--- src/rtl/bus_arb_pkg.sv ---
// bus_arb_pkg -- shared types and helpers for the 68000 bus arbiter.
//   arb_state_t : arbiter FSM states
//   OWNER_*     : encodings driven on the Owner port
//   cnt_width() : bit width needed to hold a counter value 0..max_val
package bus_arb_pkg;

  typedef enum logic [2:0] {
    IDLE,
    REQ,
    WAIT_FREE,
    GRANT,
    RELEASE
  } arb_state_t;

  localparam logic [1:0] OWNER_CPU = 2'b00;
  localparam logic [1:0] OWNER_DMA = 2'b01;
  localparam logic [1:0] OWNER_GFX = 2'b10;

  function automatic int cnt_width(input int max_val);
    if (max_val < 2) return 1;
    return $clog2(max_val + 1);
  endfunction

endpackage

--- src/rtl/bus_arb_rr_pick.sv ---
// bus_arb_rr_pick -- two-way round-robin winner selection (combinational).
//   i_dma_req  : DMA request, active high
//   i_gfx_req  : graphics request, active high
//   i_last_gfx : 1 = graphics held the previous tenure, 0 = DMA did
//   o_dma_win  : DMA wins (one-hot with o_gfx_win, both 0 when nobody asks)
//   o_gfx_win  : graphics wins
module bus_arb_rr_pick (
  input  logic i_dma_req,
  input  logic i_gfx_req,
  input  logic i_last_gfx,
  output logic o_dma_win,
  output logic o_gfx_win
);

  // On a tie the master that did not hold the previous tenure wins.
  assign o_dma_win = i_dma_req & (~i_gfx_req | i_last_gfx);
  assign o_gfx_win = i_gfx_req & (~i_dma_req | ~i_last_gfx);

endmodule

--- src/rtl/bus_arbiter_68k.sv ---
// bus_arbiter_68k -- shares the 68000 bus between the CPU, the DMA controller
// and the graphics engine using the BR/BG/BGACK handshake.
// Ports (all active-low unless noted, all synchronous to Clk):
//   Clk, Reset_L (async)       : clock and reset
//   DmaReq_L, GfxReq_L         : alternate-master bus requests
//   AS_L, DTACK_L, BG_L        : CPU bus status and bus grant
//   BR_L, BGACK_L              : bus request / grant acknowledge to the CPU
//   DmaGrant_L, GfxGrant_L     : bus ownership strobes to the masters
//   Owner[1:0]                 : 00 CPU, 01 DMA, 10 GFX (active high)
//   TenureExpired_H            : one-cycle pulse on a forced release
// Optional feature: define TENURE_LIMIT_EN to bound each tenure to MAX_TENURE
// GRANT cycles; without it TenureExpired_H is tied low.
module bus_arbiter_68k
  import bus_arb_pkg::*;
#(
  parameter int CPU_GAP    = 4,
  parameter int MAX_TENURE = 256
) (
  input  logic       Clk,
  input  logic       Reset_L,
  input  logic       DmaReq_L,
  input  logic       GfxReq_L,
  input  logic       AS_L,
  input  logic       DTACK_L,
  input  logic       BG_L,
  output logic       BR_L,
  output logic       BGACK_L,
  output logic       DmaGrant_L,
  output logic       GfxGrant_L,
  output logic [1:0] Owner,
  output logic       TenureExpired_H
);

  if (CPU_GAP < 1 || CPU_GAP > 255 || MAX_TENURE < 2 || MAX_TENURE > 65535) begin : g_param_check
    $error("bus_arbiter_68k: CPU_GAP or MAX_TENURE out of range");
  end

  localparam int GAP_W = cnt_width(CPU_GAP - 1);
  localparam logic [GAP_W-1:0] GAP_LOAD = GAP_W'(CPU_GAP - 1);

  arb_state_t       r_state;
  logic             r_br_l;
  logic             r_bgack_l;
  logic             r_dma_grant_l;
  logic             r_gfx_grant_l;
  logic [1:0]       r_owner;
  logic             r_last_gfx;
  logic [GAP_W-1:0] r_gap_cnt;

  logic w_dma_req;
  logic w_gfx_req;
  logic w_any_req;
  logic w_dma_win;
  logic w_gfx_win;
  logic w_winner_req;
  logic w_force_release;

  assign w_dma_req = ~DmaReq_L;
  assign w_gfx_req = ~GfxReq_L;
  assign w_any_req = w_dma_req | w_gfx_req;

  // During GRANT only the current owner's request matters.
  assign w_winner_req = (r_owner == OWNER_DMA) ? w_dma_req : w_gfx_req;

  bus_arb_rr_pick u_rr_pick (
    .i_dma_req (w_dma_req),
    .i_gfx_req (w_gfx_req),
    .i_last_gfx(r_last_gfx),
    .o_dma_win (w_dma_win),
    .o_gfx_win (w_gfx_win)
  );

`ifdef TENURE_LIMIT_EN
  localparam int TEN_W = cnt_width(MAX_TENURE - 1);
  localparam logic [TEN_W-1:0] TEN_LAST = TEN_W'(MAX_TENURE - 1);

  logic [TEN_W-1:0] r_ten_cnt;
  logic             r_tenure_expired;

  // Never cut a tenure while a bus cycle is in flight.
  assign w_force_release = (r_ten_cnt == TEN_LAST) & AS_L;
  assign TenureExpired_H = r_tenure_expired;
`else
  assign w_force_release = 1'b0;
  assign TenureExpired_H = 1'b0;
`endif

  always_ff @(posedge Clk or negedge Reset_L) begin
    if (!Reset_L) begin
      r_state       <= IDLE;
      r_br_l        <= 1'b1;
      r_bgack_l     <= 1'b1;
      r_dma_grant_l <= 1'b1;
      r_gfx_grant_l <= 1'b1;
      r_owner       <= OWNER_CPU;
      r_last_gfx    <= 1'b1;       // DMA wins the first tie
      r_gap_cnt     <= '0;
`ifdef TENURE_LIMIT_EN
      r_ten_cnt        <= '0;
      r_tenure_expired <= 1'b0;
`endif
    end else begin
`ifdef TENURE_LIMIT_EN
      r_tenure_expired <= 1'b0;
`endif
      case (r_state)
        IDLE: begin
          if (w_any_req) begin
            r_state <= REQ;
            r_br_l  <= 1'b0;
          end
        end

        REQ: begin
          if (!w_any_req) begin
            r_state <= IDLE;
            r_br_l  <= 1'b1;
          end else if (!BG_L) begin
            r_state <= WAIT_FREE;
          end
        end

        WAIT_FREE: begin
          // Withdrawal takes priority over the bus becoming free.
          if (!w_any_req) begin
            r_state <= IDLE;
            r_br_l  <= 1'b1;
          end else if (!BG_L && AS_L && DTACK_L) begin
            r_state       <= GRANT;
            r_br_l        <= 1'b1;
            r_bgack_l     <= 1'b0;
            r_dma_grant_l <= ~w_dma_win;
            r_gfx_grant_l <= ~w_gfx_win;
            r_owner       <= w_dma_win ? OWNER_DMA : OWNER_GFX;
`ifdef TENURE_LIMIT_EN
            r_ten_cnt     <= '0;
`endif
          end
        end

        GRANT: begin
`ifdef TENURE_LIMIT_EN
          if (r_ten_cnt != TEN_LAST) r_ten_cnt <= r_ten_cnt + 1'b1;
`endif
          if (!w_winner_req || w_force_release) begin
            r_state       <= RELEASE;
            r_bgack_l     <= 1'b1;
            r_dma_grant_l <= 1'b1;
            r_gfx_grant_l <= 1'b1;
            r_owner       <= OWNER_CPU;
            r_last_gfx    <= (r_owner == OWNER_GFX);
            r_gap_cnt     <= GAP_LOAD;
`ifdef TENURE_LIMIT_EN
            // Only a release the owner did not ask for counts as expired.
            r_tenure_expired <= w_winner_req;
`endif
          end
        end

        RELEASE: begin
          if (r_gap_cnt == '0) r_state <= IDLE;
          else                 r_gap_cnt <= r_gap_cnt - 1'b1;
        end

        default: r_state <= IDLE;
      endcase
    end
  end

  assign BR_L       = r_br_l;
  assign BGACK_L    = r_bgack_l;
  assign DmaGrant_L = r_dma_grant_l;
  assign GfxGrant_L = r_gfx_grant_l;
  assign Owner      = r_owner;

endmodule
--- config.mk ---
export PLATFORM = sky130hd
export DESIGN_NAME = bus_arbiter_68k
export DESIGN_NICKNAME = d
export VERILOG_FILES = /design/src/rtl/bus_arb_pkg.sv /design/src/rtl/bus_arb_rr_pick.sv /design/src/rtl/bus_arbiter_68k.sv
export SDC_FILE = /design/constraint.sdc
export NUM_CORES = 1
export LEC_CHECK = 0
export CAP_MARGIN = 20
export CELL_PAD_IN_SITES_DETAIL_PLACEMENT = 1
export CELL_PAD_IN_SITES_GLOBAL_PLACEMENT = 1
export CORE_MARGIN = 3
export CORE_UTILIZATION = 32
export CTS_CLUSTER_SIZE = 20
export DETAILED_ROUTE_END_ITERATION = 10
export PLACE_DENSITY_LB_ADDON = 0.1
export SETUP_SLACK_MARGIN = 0.3
export SYNTH_ARGS = -nofsm -noshare
export SYNTH_HDL_FRONTEND = slang
export SYNTH_HIERARCHICAL = 1
export SYNTH_SLANG_ARGS = --single-unit
--- constraint.sdc ---
create_clock -name Clk -period 3 [get_ports Clk]
set_clock_uncertainty 0.2 [all_clocks]
set_input_delay 0.45 -clock Clk [delete_from_list [all_inputs] [get_ports Clk]]
set_output_delay 0.45 -clock Clk [all_outputs]
set_load 0.02 [all_outputs]
==> results.json <==
{
  "total_leakage_power_nw": 0.3544,
  "rsz0062_at_grt": "no",
  "syn_inst": 69,
  "top_signal_layer_used": "met4",
  "post_cts_buffers": 0,
  "synth_compound_area_frac": 0.1639,
  "grt_overflow": 0,
  "yosys_warnings": 6,
  "syn_nets": 77,
  "cp_data_arrival_time_ns": 1.44,
  "drtPass1Iterations": 3,
  "crit_path_end_kind": "output port",
  "syn_to_final_growth_pct": 22.35,
  "cts.clk_slew.worst_paths_ns": 0.07,
  "cts_resized": 0,
  "max_cap_viol_count": 0,
  "dieArea_um2": 2685,
  "cp-startpoint": "BR_L",
  "yosys.area.top_type": "dfrtp_1",
  "fill_cells": 212,
  "preCtsSetupSlack_ns": 0.9225,
  "clkLatencyLatePin_ns": 0.27,
  "cts_htree_levels": 1,
  "drt-initial-drc-count": 3,
  "slowest_delay_ns": 0.61,
  "fmax_ghz": 0.4792,
  "rows": 15,
  "synth_top_family_by_area": "simple AND/OR/NAND/NOR gates",
  "crit_buf_inv": 1,
  "initial_core_util": 0.3616,
  "die_width_um": 51.82,
  "cpLargestDelayFamily": "buffers and inverters",
  "grt.total_usage": 0.1332,
  "synth_mux_area_frac": 0.07263,
  "drt-total-wl_um": 1469,
  "fp.dieH_um": 51.82,
  "slowest_stage": "clkdlybuf4s50_1",
  "peakVddDrop_mv": 0.4523,
  "worst_slew_pin_slew_ns": 0.5285,
  "maxSlewHeadroom": 0.6466,
  "via_per_inst": 4.868,
  "start_kind": "flip-flop",
  "coreArea_um2": 1858,
  "grt_max_degree": 13,
  "grt_pass1_vias": 578,
  "avgSynthCellArea_um2": 9.738,
  "ant_nets": 0,
  "route.detailed.drc": 0,
  "antenna_cells": 0,
  "dr_total_vias": 516,
  "io_pins": 14,
  "synthXorXnorAreaFrac": 0,
  "drive_gt1_frac": 0.1728,
  "finalCriticalPeriod_ns": 2.087,
  "synthAdderAreaFrac": 0.01862,
  "setup_viol": 0,
  "port_buffers": 12,
  "dr_wl_met3_um": 44,
  "crit_chain": "clkdlybuf4s50_1",
  "yosysSeqAreaShare": 0.4562,
  "dp.cells": 102,
  "worst_slack_ns": 0.9133,
  "drt-met1-wl_um": 705,
  "seqCellArea_um2": 306.5,
  "p_per_area_nw_per_um2": 914.5,
  "synth_simple_gate_area_share": 0.1974,
  "gp_routability_congestion": 0.7132,
  "synthFlopType": "dfrtp_1",
  "synth_edf_count": 0,
  "criticalPathCategory": "reg2out",
  "tns_ns": 0,
  "hpwl_um": 1144,
  "synthDistinctLibCells": 33,
  "path_max_fanout": 4,
  "hold_violations": 0,
  "root_buffer": "clkbuf_4",
  "drv_slew": 0,
  "postLayoutCoreUtil": 0.4424,
  "r2r-start": "r_state[1]",
  "nets": 90,
  "synth-seq-cells": 12,
  "fin_crit_sh": 0.6956,
  "synth_top_area_frac": 0.2607,
  "status": "finished, final reports clean",
  "wl_met2_um": 686,
  "worstPathRequired_ns": 2.35,
  "synth_area_leaders": "dfrtp_1, dfstp_2, inv_1",
  "async_flop_share": 1.000,
  "cts_hold_buf": 0,
  "grt_pass1_wl_um": 2622,
  "multiInputGateArea_um2": 307.8,
  "netlist_area_um2": 671.9,
  "min_path_type": "in2async",
  "post_drt_wl_per_cell_um": 13.86,
  "numCtsBuffers": 3,
  "antenna_found_initial": 0,
  "cts_buffer_depth": 2,
  "cts_tree": "done",
  "cts.sinks": 12,
  "fin_cells": 106
}
## layout by cell type, fill, tap and decap left out, types with 2 or more instances in the layout
cell	Yosys	layout
mux2i_1	2	2
nand2_1	7	7
o21a_1	3	3
dfstp_2	5	5
nand3_1	3	3
nor2_1	4	4
a21oi_1	3	3
inv_1	8	8
clkdlybuf4s50_1	0	12
dfrtp_1	7	7
clkbuf_4	0	3
o21ai_1	2	2
## area by class of cell
class / count / share of cell area
sequential: 12 / 0.3729
multi-input combinational: 45 / 0.3744
clock buffer: 4 / 0.03196
tap: 25 / 0.03805
timing repair buffer: 12 / 0.1461
inverter: 8 / 0.03653
## synth_stat cells (2+ instances only)
library cell / n
inv_1: 8
dfrtp_1: 7
nand2_1: 7
nor2_1: 4
a21oi_1: 3
nand3_1: 3
o21ai_1: 2
mux2i_1: 2
buf_4: 3
o21a_1: 3
dfstp_2: 5
## path summary, 6_finish.rpt
| kind | endpoint | slack (ns) | cells past startpoint |
|---|---|---|---|
| max in group asynchronous | r_last_gfx | 1.91 | 1 |
| min | r_state[2] | 0.32 | 1 |
| min in group Clk | BR_L | 0.33 | 2 |
| max reg2reg | r_last_gfx | 1.32 | 3 |
| min reg2reg | BR_L | 0.33 | 2 |
| max | BR_L | 0.91 | 1 |
## registers in the layout, indices dropped and copies added, names as in the netlist
name,cells
r_state,3
Owner,2
r_gap_cnt,2
BGACK_L,1
BR_L,1
DmaGrant_L,1
GfxGrant_L,1
r_last_gfx,1
## power by group
group          switching [mW]  total (mW)  leakage (nW)  internal (mW)
registers              0.0751       0.321         0.137          0.246
clock network          0.0509       0.102        0.0150         0.0515
logic                   0.167       0.328         0.202          0.162
## routing by layer
| layer | vias to the layer above | track usage |
|---|---|---|
| li1 | 258 | - |
| met1 | 241 | 0.1643 |
| met2 | 13 | 0.2155 |
| met3 | 4 | 0.02292 |
| met4 | 0 | 0.07860 |
| met5 | - | 0 |
## metrics by stage
step	hold slack [ns]	power (mW)	cell area, um^2
finish	0.3217	0.7518	822.0
global route	0.3511	0.8147	822.0
CTS	0.3355	0.7635	822.0
detailed placement	0.3243	0.6522	795.8
global placement	0.3196	0.6478	795.8
floorplan	-0.04559	0.5458	671.9
## kinds of logic (layout without fill, tap and decap cells)
kind of cell / count (synthesis) / count (layout)
multiplexers: 4 / 4
other: 1 / 1
AND/OR/NAND/NOR: 23 / 23
adder cells (fa/ha/maj): 1 / 1
buffers and inverters: 12 / 24
flip-flops: 12 / 12
AO/OA/AOI/OAI: 16 / 16
(Power assumes the default switching activity.)
